`config.mk`:
```
export PLATFORM = sky130hd
export DESIGN_NAME = uart_mmio
export DESIGN_NICKNAME = d
export VERILOG_FILES = /design/src/rtl/uart_mmio.sv
export SDC_FILE = /design/constraint.sdc
export NUM_CORES = 1
export LEC_CHECK = 0
export ABC_AREA = 1
export BUFFER_PORTS_ARGS = -buffer_cell sky130_fd_sc_hd__buf_2
export CELL_PAD_IN_SITES_DETAIL_PLACEMENT = 1
export CELL_PAD_IN_SITES_GLOBAL_PLACEMENT = 2
export CORE_MARGIN = 3
export CORE_UTILIZATION = 39
export CTS_BUF_LIST = sky130_fd_sc_hd__clkbuf_8
export CTS_CLUSTER_DIAMETER = 80
export DETAILED_ROUTE_END_ITERATION = 10
export HOLD_SLACK_MARGIN = 0.03
export PLACE_DENSITY_LB_ADDON = 0.15
export REMOVE_ABC_BUFFERS = 1
export SYNTH_ARGS = -nofsm -noshare
export SYNTH_HDL_FRONTEND = slang
export SYNTH_SLANG_ARGS = --single-unit
```
`constraint.sdc`:
```
create_clock -name clk -period 4.64 [get_ports clk]
set_clock_uncertainty 0.2 [all_clocks]
set_input_delay 1.16 -clock clk [delete_from_list [all_inputs] [get_ports clk]]
set_output_delay 1.16 -clock clk [all_outputs]
set_load 0.01 [all_outputs]
```
`src/rtl/uart_mmio.sv`:
```
// uart_mmio - memory-mapped 8N1 UART for the CPU character I/O window.
//
// Register map (byte addresses):
//   0x082 DATA   write: push wr_data[7:0] into the 4-entry TX FIFO
//                read : {rx_valid, 7'b0, rx_byte} (0x0000 when empty), clears rx_valid
//   0x084 STATUS read : {10'b0, tx_ovr, frame_err, rx_ovr, rx_valid, tx_busy, tx_full}
//                       clears tx_ovr, frame_err and rx_ovr
//
// Ports:
//   clk      core clock, rising edge
//   rst      asynchronous reset, active low
//   addr     CPU byte address (ADDR_WIDTH bits)
//   wr       write strobe
//   rd       read strobe, one cycle per CPU load
//   wr_data  write data, only [7:0] used
//   rd_data  registered read data, valid the cycle after rd
//   tx       serial output, idle high
//   rx       serial input, asynchronous to clk
//
// Build option: define UART_LOOPBACK_EN to feed the RX synchronizer from the
// internal tx line instead of the rx pin.
module uart_mmio #(
  parameter int CLOCK_HZ   = 27_000_000,
  parameter int BAUD       = 115_200,
  parameter int ADDR_WIDTH = 16
) (
  input  logic                  clk,
  input  logic                  rst,
  input  logic [ADDR_WIDTH-1:0] addr,
  input  logic                  wr,
  input  logic                  rd,
  input  logic [15:0]           wr_data,
  output logic [15:0]           rd_data,
  output logic                  tx,
  input  logic                  rx
);

  localparam int DIV = CLOCK_HZ / BAUD;
  localparam int CW  = $clog2(DIV) + 1;
  localparam logic [CW-1:0] CNT_ONE  = CW'(1);
  localparam logic [CW-1:0] CNT_LAST = CW'(DIV - 1);
  localparam logic [CW-1:0] CNT_HALF = CW'(DIV / 2 - 1);
  localparam logic [ADDR_WIDTH-1:0] ADDR_DATA = ADDR_WIDTH'(12'h082);
  localparam logic [ADDR_WIDTH-1:0] ADDR_STAT = ADDR_WIDTH'(12'h084);

  typedef enum logic [1:0] {
    S_IDLE  = 2'd0,
    S_START = 2'd1,
    S_DATA  = 2'd2,
    S_STOP  = 2'd3
  } state_t;

  // Bus decode
  logic w_data_wr, w_data_rd, w_stat_rd;
  assign w_data_wr = wr && (addr == ADDR_DATA);
  assign w_data_rd = rd && (addr == ADDR_DATA);
  assign w_stat_rd = rd && (addr == ADDR_STAT);

  // TX FIFO state
  logic [7:0] r_fifo [0:3];
  logic [1:0] r_wptr, r_rptr;
  logic [2:0] r_count;
  logic       w_tx_full, w_tx_empty, w_push, w_pop;

  // TX shifter state
  state_t      r_tx_state;
  logic [CW-1:0] r_tx_cnt;
  logic [2:0]  r_tx_bit;
  logic [7:0]  r_tx_shift;
  logic        r_tx;

  assign w_tx_full  = (r_count == 3'd4);
  assign w_tx_empty = (r_count == 3'd0);
  // A full FIFO drops the write even if the shifter pops this cycle.
  assign w_push     = w_data_wr && !w_tx_full;
  // The shifter takes a byte from IDLE, or at the end of STOP for gapless frames.
  assign w_pop      = !w_tx_empty &&
                      ((r_tx_state == S_IDLE) ||
                       ((r_tx_state == S_STOP) && (r_tx_cnt == CNT_LAST)));

  // TX FIFO storage, pointers and occupancy
  always_ff @(posedge clk or negedge rst) begin
    if (!rst) begin
      for (int i = 0; i < 4; i++) r_fifo[i] <= 8'h00;
      r_wptr  <= 2'd0;
      r_rptr  <= 2'd0;
      r_count <= 3'd0;
    end else begin
      if (w_push) begin
        r_fifo[r_wptr] <= wr_data[7:0];
        r_wptr         <= r_wptr + 2'd1;
      end
      if (w_pop) r_rptr <= r_rptr + 2'd1;
      case ({w_push, w_pop})
        2'b10:   r_count <= r_count + 3'd1;
        2'b01:   r_count <= r_count - 3'd1;
        default: r_count <= r_count;
      endcase
    end
  end

  // TX FSM with registered serial output
  always_ff @(posedge clk or negedge rst) begin
    if (!rst) begin
      r_tx_state <= S_IDLE;
      r_tx_cnt   <= '0;
      r_tx_bit   <= 3'd0;
      r_tx_shift <= 8'h00;
      r_tx       <= 1'b1;
    end else begin
      case (r_tx_state)
        S_IDLE: begin
          if (!w_tx_empty) begin
            r_tx_shift <= r_fifo[r_rptr];
            r_tx       <= 1'b0;
            r_tx_cnt   <= '0;
            r_tx_state <= S_START;
          end
        end
        S_START: begin
          if (r_tx_cnt == CNT_LAST) begin
            r_tx_cnt   <= '0;
            r_tx_bit   <= 3'd0;
            r_tx       <= r_tx_shift[0];
            r_tx_state <= S_DATA;
          end else begin
            r_tx_cnt <= r_tx_cnt + CNT_ONE;
          end
        end
        S_DATA: begin
          if (r_tx_cnt == CNT_LAST) begin
            r_tx_cnt <= '0;
            if (r_tx_bit == 3'd7) begin
              r_tx       <= 1'b1;
              r_tx_state <= S_STOP;
            end else begin
              r_tx_shift <= {1'b0, r_tx_shift[7:1]};
              r_tx       <= r_tx_shift[1];
              r_tx_bit   <= r_tx_bit + 3'd1;
            end
          end else begin
            r_tx_cnt <= r_tx_cnt + CNT_ONE;
          end
        end
        S_STOP: begin
          if (r_tx_cnt == CNT_LAST) begin
            r_tx_cnt <= '0;
            if (!w_tx_empty) begin
              r_tx_shift <= r_fifo[r_rptr];
              r_tx       <= 1'b0;
              r_tx_state <= S_START;
            end else begin
              r_tx_state <= S_IDLE;
            end
          end else begin
            r_tx_cnt <= r_tx_cnt + CNT_ONE;
          end
        end
        default: begin
          r_tx_state <= S_IDLE;
          r_tx       <= 1'b1;
        end
      endcase
    end
  end

  assign tx = r_tx;

  // RX input selection and synchronizer
  logic w_rx_in, w_unused;
`ifdef UART_LOOPBACK_EN
  assign w_rx_in  = r_tx;
  assign w_unused = ^{wr_data[15:8], rx};
`else
  assign w_rx_in  = rx;
  assign w_unused = ^wr_data[15:8];
`endif

  logic r_sync1, r_sync2;

  // Two-flop synchronizer, idles high
  always_ff @(posedge clk or negedge rst) begin
    if (!rst) begin
      r_sync1 <= 1'b1;
      r_sync2 <= 1'b1;
    end else begin
      r_sync1 <= w_rx_in;
      r_sync2 <= r_sync1;
    end
  end

  state_t      r_rx_state;
  logic [CW-1:0] r_rx_cnt;
  logic [2:0]  r_rx_bit;
  logic [7:0]  r_rx_shift;
  logic        w_rx_done, w_rx_ferr;

  assign w_rx_done = (r_rx_state == S_STOP) && (r_rx_cnt == CNT_LAST) && r_sync2;
  assign w_rx_ferr = (r_rx_state == S_STOP) && (r_rx_cnt == CNT_LAST) && !r_sync2;

  // RX FSM: samples mid-bit, LSB first
  always_ff @(posedge clk or negedge rst) begin
    if (!rst) begin
      r_rx_state <= S_IDLE;
      r_rx_cnt   <= '0;
      r_rx_bit   <= 3'd0;
      r_rx_shift <= 8'h00;
    end else begin
      case (r_rx_state)
        S_IDLE: begin
          if (!r_sync2) begin
            r_rx_cnt   <= '0;
            r_rx_state <= S_START;
          end
        end
        S_START: begin
          if (r_rx_cnt == CNT_HALF) begin
            r_rx_cnt <= '0;
            r_rx_bit <= 3'd0;
            // A high line at mid-start-bit means the low was a glitch.
            r_rx_state <= r_sync2 ? S_IDLE : S_DATA;
          end else begin
            r_rx_cnt <= r_rx_cnt + CNT_ONE;
          end
        end
        S_DATA: begin
          if (r_rx_cnt == CNT_LAST) begin
            r_rx_cnt   <= '0;
            r_rx_shift <= {r_sync2, r_rx_shift[7:1]};
            if (r_rx_bit == 3'd7) r_rx_state <= S_STOP;
            else                  r_rx_bit   <= r_rx_bit + 3'd1;
          end else begin
            r_rx_cnt <= r_rx_cnt + CNT_ONE;
          end
        end
        S_STOP: begin
          if (r_rx_cnt == CNT_LAST) begin
            r_rx_cnt   <= '0;
            r_rx_state <= S_IDLE;
          end else begin
            r_rx_cnt <= r_rx_cnt + CNT_ONE;
          end
        end
        default: r_rx_state <= S_IDLE;
      endcase
    end
  end

  logic        r_rx_valid, r_rx_ovr, r_frame_err, r_tx_ovr;
  logic [7:0]  r_rx_byte;
  logic [15:0] r_rd_data;
  logic [15:0] w_status;
  logic        w_tx_busy;

  assign w_tx_busy = !w_tx_empty || (r_tx_state != S_IDLE);
  assign w_status  = {10'b0, r_tx_ovr, r_frame_err, r_rx_ovr, r_rx_valid, w_tx_busy, w_tx_full};

  // Holding register, sticky flags and registered read data.
  // Flag sets take priority over read-clears in the same cycle.
  always_ff @(posedge clk or negedge rst) begin
    if (!rst) begin
      r_rx_valid  <= 1'b0;
      r_rx_byte   <= 8'h00;
      r_rx_ovr    <= 1'b0;
      r_frame_err <= 1'b0;
      r_tx_ovr    <= 1'b0;
      r_rd_data   <= 16'h0000;
    end else begin
      if (w_rx_done) begin
        r_rx_byte  <= r_rx_shift;
        r_rx_valid <= 1'b1;
      end else if (w_data_rd) begin
        r_rx_valid <= 1'b0;
      end
      // A completion racing a DATA read is not an overrun: the old byte is consumed.
      if (w_rx_done && r_rx_valid && !w_data_rd) r_rx_ovr <= 1'b1;
      else if (w_stat_rd)                        r_rx_ovr <= 1'b0;
      if (w_rx_ferr)      r_frame_err <= 1'b1;
      else if (w_stat_rd) r_frame_err <= 1'b0;
      if (w_data_wr && w_tx_full) r_tx_ovr <= 1'b1;
      else if (w_stat_rd)         r_tx_ovr <= 1'b0;
      if (w_data_rd)      r_rd_data <= r_rx_valid ? {1'b1, 7'b0, r_rx_byte} : 16'h0000;
      else if (w_stat_rd) r_rd_data <= w_status;
    end
  end

  assign rd_data = r_rd_data;

endmodule

```
# == After elaboration in Yosys (flattened, before gate mapping) ==
# Index checks and enable logic that the tools add are counted.
# W data, S select, Z words.
# totals
regBits,114
latch_bits,0
ram_bits,0
romBits,0
elab_cells,162
mem_count,0
# classes
n_addsub,8
n_mul,0
n_div,0
magnitude_cmp,3
n_eq_ne,28
n_shift,0
muxes,56
bitwise,2
n_reduce_logical,41
# op_table
operator,n
$mux W8,7
$mux W16,3
$mux W9,5
$bwmux W32,1
$eq A16 B8 Y1 const B,2
$pmux W9 S3,1
$pmux W8 S3,1
$mux W2,11
$ne A2 B2 Y1 const B,10
$add A9 B1 Y9 const B,2
$eq A9 B8 Y1 const B,2
$mux W3,6
$pmux W3 S2,3
$pmux W9 S2,1
$reduce_bool A2 Y1,9
$bmux W8 S2,1
$demux W8 S2,1
$pmux W2 S4,2
$logic_and A1 B1 Y1,13
$mux W1,12
$reduce_and A4 Y1,3
$eq A2 B2 Y1 const B,5
$reduce_and A5 Y1,2
$add A3 B1 Y3 const B,3
19 further kinds,32

# == Logic depth before layout (Yosys ltp) ==
# Gate-level depths: netlist of run 1.
# logic_depth
depth_word,7
mapped_depth,14
mapped_depth_nobuf,14

# == Least setup slack after synthesis of run 1 ==
# OpenSTA, ideal clock, no wires.
# synth_path
path_type,input port to flip-flop
start,input port addr[15]
end,register r_count[1]
t_arrival_ns,2.696
required_ns,4.357
slack_ns,1.662
cell_stages,10
path_buffers,0
path_cell_list,nor2_1 nand2_2 nor2_8 nand3_4 nor2_8 inv_2 ha_1 inv_1 fa_1 o21ai_0
# synth_between
elab_chain_len,5
elab_cells_between_ends,7
classes_between,eq/ne: 3; mux: 1; reduce/logical: 3
# synth_lines
item,line,text
"start, declared",29,"input logic [ADDR_WIDTH-1:0] addr,"
$eq A16 B8 Y1 *,55,assign w_data_wr = wr && (addr == ADDR_DATA);
$logic_and A1 B1 Y1 *,55,
$logic_and A1 B1 Y1 *,75,assign w_push = w_data_wr && !w_tx_full;
$eq A2 B1 Y1 or $eq A2 B2 Y1 (tied branches),94,"case ({w_push, w_pop})"
$pmux W3 S2 or $reduce_bool A2 Y1 (tied branches),--,
"end signal, assigned",95,2'b10: r_count <= r_count + 3'd1;
"end signal, assigned",96,2'b01: r_count <= r_count - 3'd1;
"end signal, assigned",97,default: r_count <= r_count;
"end, declared",62,logic [2:0] r_count;
# Mark *: on every way between the ends. The rest lies on a longest branch, timed or not.
# A chain may end at the register's enable or synchronous reset.

# == Final worst setup path of run 1 ==
# layout_path
start,input port addr[13]
end,register r_count[1]
# Same word-level chain as after synthesis.

==> impl_summary.log, run 1 <==
[metrics] category of the critical setup timing path: in -> reg
[metrics] CTS root buf: sky130_fd_sc_hd__clkbuf_8
[metrics] worst slew pin tran: 0.8498 ns
[metrics] Critical Path Source Type: input pin
[metrics] async set or reset register ratio after synthesis: 100.0%
[metrics] post-route setup TNS: 0 ns
[metrics] Synth Flop Type: sky130_fd_sc_hd__dfrtp_1
[metrics] cell area power density: 389.5 mW/mm²
[metrics] setup repair after global routing missed its margin: no
[metrics] met2 layer usage reported by global route: 32.22%
[metrics] Worst slew margin: a little over two fifths
[metrics] cell types occupying the most area after synthesis: sky130_fd_sc_hd__dfrtp_1 46%, sky130_fd_sc_hd__nand2_1 16%, sky130_fd_sc_hd__nand3_1 5.5%
[metrics] die boundary width: approximately 130 µm
[metrics] number of input and output port buffers inserted: 38
[metrics] final net count: between 700 and 800
[metrics] netlist area before placement: 0.005672 mm²
[metrics] placed wire-length estimate: between 9000 and 10000 µm
[metrics] row count: 43
[metrics] TritonCTS Sinks: around 110
[metrics] sequential cell area fraction in the yosys report: roughly 47%
[metrics] post-CTS setup repair buffer count: 0
[metrics] adder and majority cell fraction of the synthesized area: around 4.5%
[metrics] Final setup viols: 0
[metrics] Highest Clock Rate: 318.9 MHz
[metrics] YS warnings: 0
[metrics] largest family of logic cells by synthesized area: simple AND/OR/NAND/NOR gates
[metrics] final worst path period share: between 60 and 70%
[metrics] most crowded layer after global routing: met2
[metrics] Mean Syn Cell Area: 7.988 µm²
[metrics] die area: 0.01603 mm²
[metrics] met1 usage: a little over a fifth
[metrics] overall power: approximately 0.0024 W
[metrics] number of buffers on the longest clock path: 2
[metrics] Clk pin slew, worst setup/hold paths: around 0.11 ns
[metrics] remaining global-route overflow: 0
[metrics] fraction of synthesized area in multiplexers: 0%
[metrics] largest vdd supply drop: between 0.15 and 0.2 mV
[metrics] drc violations: 0
[metrics] number of top-level pins: 54
[metrics] global-route usage over all layers: approximately 18%
[metrics] simple logic cell fraction of the synthesized area: 31.61%
[metrics] Crit path arrival time: approximately 3.2 ns
[metrics] DR vias/cell: between 4 and 5
[metrics] count of state elements after synthesis: between 100 and 150
[metrics] synthesized-area fraction occupied by xor and xnor cells: 0.9265%
[metrics] height of the chip: 126.6 µm
[metrics] initial standard-cell utilization of the core: between 40% and 50%
[metrics] vias in the first global route: roughly 4800
[metrics] deepest level of the CTS H-tree: 3
[metrics] Skew-Pair Late Insertion Delay: 0.38 ns
[metrics] wire per inst: around 15 µm
[metrics] type of destination of the critical path: register
[metrics] status: complete, no violations
[metrics] share of the synthesized area in compound gates (AO/OA/AOI/OAI): between 8 and 9%
[metrics] worst setup slack for register-to-register paths: between 1.5 and 2 ns
[metrics] cell count after placement: 911
[metrics] TritonCTS clock tree: built
[metrics] wire length after detailed routing: approximately 14000 µm
[metrics] count of flip-flops with a built-in enable after synthesis: 0
[metrics] met3 track demand over resource: about 4.0%
[metrics] antenna cell count: 0
[metrics] cell leakage power: 3.215 nW
[metrics] wire length of the first global-routing pass: 23120 µm
[metrics] largest area contributor in the netlist: sky130_fd_sc_hd__dfrtp_1
[metrics] detailed-router iteration count before antenna repair: 4
[metrics] pin count of the biggest net entering global routing: 64
[metrics] number of buffers created by CTS: 9
[metrics] number of cells on the worst reg-to-reg path: 14
[metrics] minimum hold slack: 0.1734 ns
[metrics] Hold-fix buffers, CTS: 0
[metrics] class of the most critical hold timing path: reg -> reg
[metrics] cell with the most instances after synthesis: sky130_fd_sc_hd__nand2_1
[metrics] final critical delay including setup and external delays: about 3.1 ns
[metrics] count of distinct cell types in the synthesized netlist: 39
[metrics] most instantiated cells after synthesis: 244 x sky130_fd_sc_hd__nand2_1, 104 x sky130_fd_sc_hd__dfrtp_1, 62 x sky130_fd_sc_hd__nand3_1
[metrics] initial antenna violation count: 0
[metrics] Final Hold Fails: 0
[metrics] number of standard cells after synthesis: 710
[metrics] final weighted congestion of routability-driven global placement: ~0.77
[metrics] overall via count from detail_route: around 4600
[metrics] share of final-layout standard cells stronger than drive strength 1: 13.12%
[metrics] Antenna Violating Nets Remaining: 0
[metrics] fraction of post-synthesis cell area in the top cell type by area: 45.89%
[metrics] quantity of gates resized following cts: 0
[metrics] worst endpoint required time: between 4 and 5 ns
[metrics] final std cells w/o fill: around 930
[metrics] Worst Hold Path Cells: 0
[metrics] maxcap violations: 0
[metrics] number of max-slew violations in the final report: 0
[metrics] core box area: ~0.014 mm²
[metrics] First DRT Iteration DRCs: approximately 190
[metrics] worst-path maximum fanout: 36
[metrics] signed area change from the synthesized netlist to the final layout: 8.383%
[metrics] final standard cell utilization of the core: between 40% and 50%
[kinds of logic (layout without fill, tap and decap cells)]
family,after synthesis,count (layout)
buf+inv,92,123
flops,107,107
other cells,1,7
compound gates,87,87
xor+xnor,6,6
fa+ha+maj,20,20
simple gates,397,397
[metal layers]
layer / up-vias / wire, µm / part of all wire (%)
li1: 2329 / - / -
met1: 2227 / 6000 / 44
met2: 30 / 7076 / 52
met3: 9 / 319 / 2.4
met4: 0 / 106 / 0.79
met5: - / 0 / 0
[metrics by stage]
step,setup slack [ns],instance area [µm²]
after detailed placement,1.088,5966
after global routing,1.316,6147
after global placement,1.190,5966
after floorplan,1.501,5533
final,1.504,6147
after CTS,1.504,6147
[worst max-delay path, stage by stage]
cell	delay (ns)
sky130_fd_sc_hd__buf_2	0.10
sky130_fd_sc_hd__nor2_1	0.17
sky130_fd_sc_hd__nand2_2	0.12
sky130_fd_sc_hd__nor2_8	0.21
sky130_fd_sc_hd__nand3_4	0.12
sky130_fd_sc_hd__nor2_8	0.39
sky130_fd_sc_hd__inv_2	0.08
sky130_fd_sc_hd__ha_1	0.20
sky130_fd_sc_hd__inv_1	0.10
sky130_fd_sc_hd__fa_1	0.43
sky130_fd_sc_hd__o21ai_0	0.16
[power breakdown]
group	switching (W)	internal (W)	leakage, nW	total [W]
logic	0.000481	0.000241	1.70	0.000722
registers	0.0000977	0.00102	1.43	0.00112
clock network	0.000352	0.000203	0.0833	0.000555
[cells in the final DEF (no fill, tap or decap), types with 13 or more instances in the layout]
master and n:
sky130_fd_sc_hd__nand2_1 244, sky130_fd_sc_hd__dfrtp_1 104, sky130_fd_sc_hd__nand3_1 62, sky130_fd_sc_hd__inv_1 54
sky130_fd_sc_hd__nor2_1 50, sky130_fd_sc_hd__buf_2 37, sky130_fd_sc_hd__o21ai_0 34, sky130_fd_sc_hd__o21ai_1 30
sky130_fd_sc_hd__ha_1 19, sky130_fd_sc_hd__inv_2 13
[worst paths after layout]
check	start	to
setup / recovery	addr[13]	r_count[1]
hold / removal	r_sync1	r_sync2
setup reg to reg	r_tx_cnt[1]	r_count[2]
hold reg to reg	r_sync1	r_sync2
max in group asynchronous	rst	r_tx_cnt[6]
min in group asynchronous	rst	r_tx_cnt[7]
[registers in the layout, summed over array words and instances (netlist names), 3 cells and up, named ones only]
| register | cells |
|---|---|
| r_fifo | 32 |
| r_tx_cnt | 9 |
| r_rx_bit | 3 |
| r_rx_shift | 8 |
| r_tx_bit | 3 |
| r_rx_cnt | 9 |
| r_tx_shift | 8 |
| r_rx_byte | 8 |
| rd_data | 9 |
| r_count | 3 |
[cell type report]
cell class,count,area (µm²)
fillers,1759,7895
flip-flops and latches,107,2681
multi-input cells,517,2600
inverters,67,251.5
well taps,180,225.2
repair buffers,40,207.7
clock buffers,9,123.9
clock inverters,7,57.56
Note: power is estimated with default switching activity, not from simulation.
==> run 2: changes to the inputs <==
CORE_UTILIZATION = 33   (was 39)
clock period = 2.79 ns   (was 4.64 ns; I/O delays follow)
==> impl_summary.log, run 2 (synthesis results as in run 1) <==
[metrics] cell-by-cell listing of the critical path: inv_2 > ha_1 > inv_1 > a21oi_2 > nand2_2 > inv_1 > ha_1 > inv_1 > fa_1 > a21oi_2 > o21ai_0 > xor2_1
[metrics] final critical delay including setup and external delays: 2.520 ns
[metrics] category of the critical setup timing path: reg -> reg
[metrics] wire length after detailed routing: between 10000 and 15000 µm
[metrics] CTS root buf: sky130_fd_sc_hd__clkbuf_8
[metrics] most frequent cells in the layout: 243 x sky130_fd_sc_hd__nand2_1, 103 x sky130_fd_sc_hd__dfrtp_1, 62 x sky130_fd_sc_hd__nand3_1
[metrics] worst endpoint required time: 2.86 ns
[metrics] die area: roughly 0.019 mm²
[metrics] proportion of power drawn by combinational gates: a little under a third
[metrics] remaining global-route overflow: 0
[metrics] internal power: between 0.002 and 0.003 W
[metrics] post-route setup TNS: 0 ns
[metrics] Met2 Routed Length: roughly 7000 µm
[metrics] initial antenna violation count: 0
[metrics] Final Hold Fails: 0
[metrics] number of max-slew violations in the final report: 0
[metrics] die boundary width: 137.1 µm
[metrics] number of top-level pins: 54
[metrics] wire per inst: approximately 15 µm
[metrics] number of input and output port buffers inserted: 38
[metrics] drc violations: 0
[metrics] Reg power frac: between 40% and 50%
[metrics] overall via count from detail_route: around 4600
[metrics] height of the chip: around 140 µm
[metrics] critical path's largest stage delay: ~0.46 ns
[metrics] cell leakage power: between 3 and 4 nW
[metrics] vias in the first global route: a little under 5000
[metrics] Antenna Violating Nets Remaining: 0
[metrics] wire length of the first global-routing pass: around 24000 µm
[metrics] worst slew pin tran: around 0.50 ns
[metrics] most common cell after layout, fill and taps aside: sky130_fd_sc_hd__nand2_1
[metrics] class of the most critical hold timing path: reg -> reg
[metrics] post-CTS setup repair buffer count: 0
[metrics] net switching component of the power: 0.001573 W
[metrics] Final setup viols: 0
[metrics] deepest level of the CTS H-tree: 3
[metrics] Highest Clock Rate: ~400 MHz
[metrics] Clk pin slew, worst setup/hold paths: 0.11 ns
[metrics] number of cells on the worst reg-to-reg path: 12
[metrics] Filler Cells Inserted: about 2100
[metrics] row count: 47
[metrics] maxcap violations: 0
[metrics] final weighted congestion of routability-driven global placement: ~0.78
[metrics] final net count: a little over 800
[metrics] placed wire-length estimate: a little over 10000 µm
[metrics] number of buffers created by CTS: 9
[metrics] cell area power density: 656.7 mW/mm²
[metrics] First DRT Iteration DRCs: between 150 and 200
[metrics] final standard cell utilization of the core: 37.77%
[metrics] largest vdd supply drop: approximately 0.25 mV
[metrics] worst-path maximum fanout: 5
[metrics] switching share of power: 37.97%
[metrics] length of routed wiring on met1: ~6500 µm
[metrics] detailed-router iteration count before antenna repair: 4
[metrics] global-route usage over all layers: ~16%
[metrics] overall power: 0.004142 W
[metrics] Detail Route met3 WL: ~300 µm
[metrics] setup slack after placement: ~0.11 ns
[metrics] Max stage delay cell, worst path: sky130_fd_sc_hd__dfrtp_2
[metrics] antenna cell count: 0
[metrics] status: complete, no violations
[metrics] Skew-Pair Late Insertion Delay: about 0.39 ns
[metrics] DR vias/cell: around 4.7
[metrics] highest metal layer used by the detailed router: met4
[metrics] part of the total power dissipated in the clock network: about 25%
[metrics] largest register by flop count: r_fifo
[metrics] TritonCTS clock tree: built
[metrics] number of buffers on the longest clock path: 2
[metrics] dominant cell type by count on the critical path: sky130_fd_sc_hd__inv_1
[metrics] Worst Hold Path Cells: 0
[metrics] final worst path period share: between 90% and 100%
[metrics] Crit path arrival time: around 2.6 ns
[metrics] signed area change from the synthesized netlist to the final layout: 11.21%
[metrics] TritonCTS Sinks: between 100 and 150
[metrics] share of final-layout standard cells stronger than drive strength 1: 14.70%
[metrics] type of destination of the critical path: register
[metrics] core box area: between 0.015 and 0.02 mm²
[metrics] Critical Path Source Type: register
[metrics] Worst slew margin: 66.82%
[metrics] setup slack of the critical path after layout: ~0.27 ns
[metrics] setup repair after global routing missed its margin: no
[metrics] pin count of the biggest net entering global routing: 38
[metrics] initial standard-cell utilization of the core: roughly a third
[metrics] max FFs per register: 32
run 2: routing by layer:
metal	global-route usage, %	vias up
li1	-	2336
met1	20.25	2247
met2	28.66	32
met3	3.750	8
met4	3.659	0
met5	0	-
run 2: power by group through the flow:
stage	sequential [W]	clock, W	combinational [W]
after floorplan	0.00184	0	0.000858
after global placement	0.00184	0	0.00125
after detailed placement	0.00185	0	0.00130
after CTS	0.00182	0.00109	0.00131
after global routing	0.00185	0.00114	0.00152
final	0.00182	0.00102	0.00130
run 2: final timing paths:
kind / startpoint / end / slack [ns]
setup / recovery: r_tx_state[0] / r_count[2] / 0.27
hold / removal: r_sync1 / r_sync2 / 0.18
setup reg to reg: r_tx_state[0] / r_count[2] / 0.27
hold reg to reg: r_sync1 / r_sync2 / 0.18
max in group asynchronous: rst / r_tx_cnt[5] / 1.14
min in group asynchronous: rst / r_tx_bit[2] / 0.56
run 2: repair_timing:
action | in CTS | in global routing
resized for setup | 0 | 6
hold endpoints to repair | 22 | 0
hold buffers | 1 | 0
setup endpoints to repair | 0 | 1
run 2: layout make-up:
type | count | area (µm²) | share of cell area (%)
sequential | 107 | 2683 | 42.53
timing repair buffer | 48 | 282.8 | 4.483
clock inverter | 7 | 81.33 | 1.289
multi-input combinational | 517 | 2610 | 41.38
inverter | 67 | 251.5 | 3.987
clock buffer | 9 | 123.9 | 1.964
tap | 220 | 275.3 | 4.364
run 2: stage by stage:
stage / hold slack, ns / instances / instance area, µm²
floorplan: 0.1452 / 691 / 5533
global placement: 0.1453 / 958 / 6081
detailed placement: 0.1478 / 958 / 6081
CTS: 0.1489 / 975 / 6296
global route: 0.1355 / 975 / 6307
finish: 0.1764 / 975 / 6307
run 2: critical path: cells and delay by family (launching register included):
family | cells | cell delay (ns)
simple gates | 1 | 0.10
flops | 1 | 0.46
fa+ha+maj | 3 | 0.74
xor+xnor | 1 | 0.15
buf+inv | 4 | 0.34
compound gates | 3 | 0.40
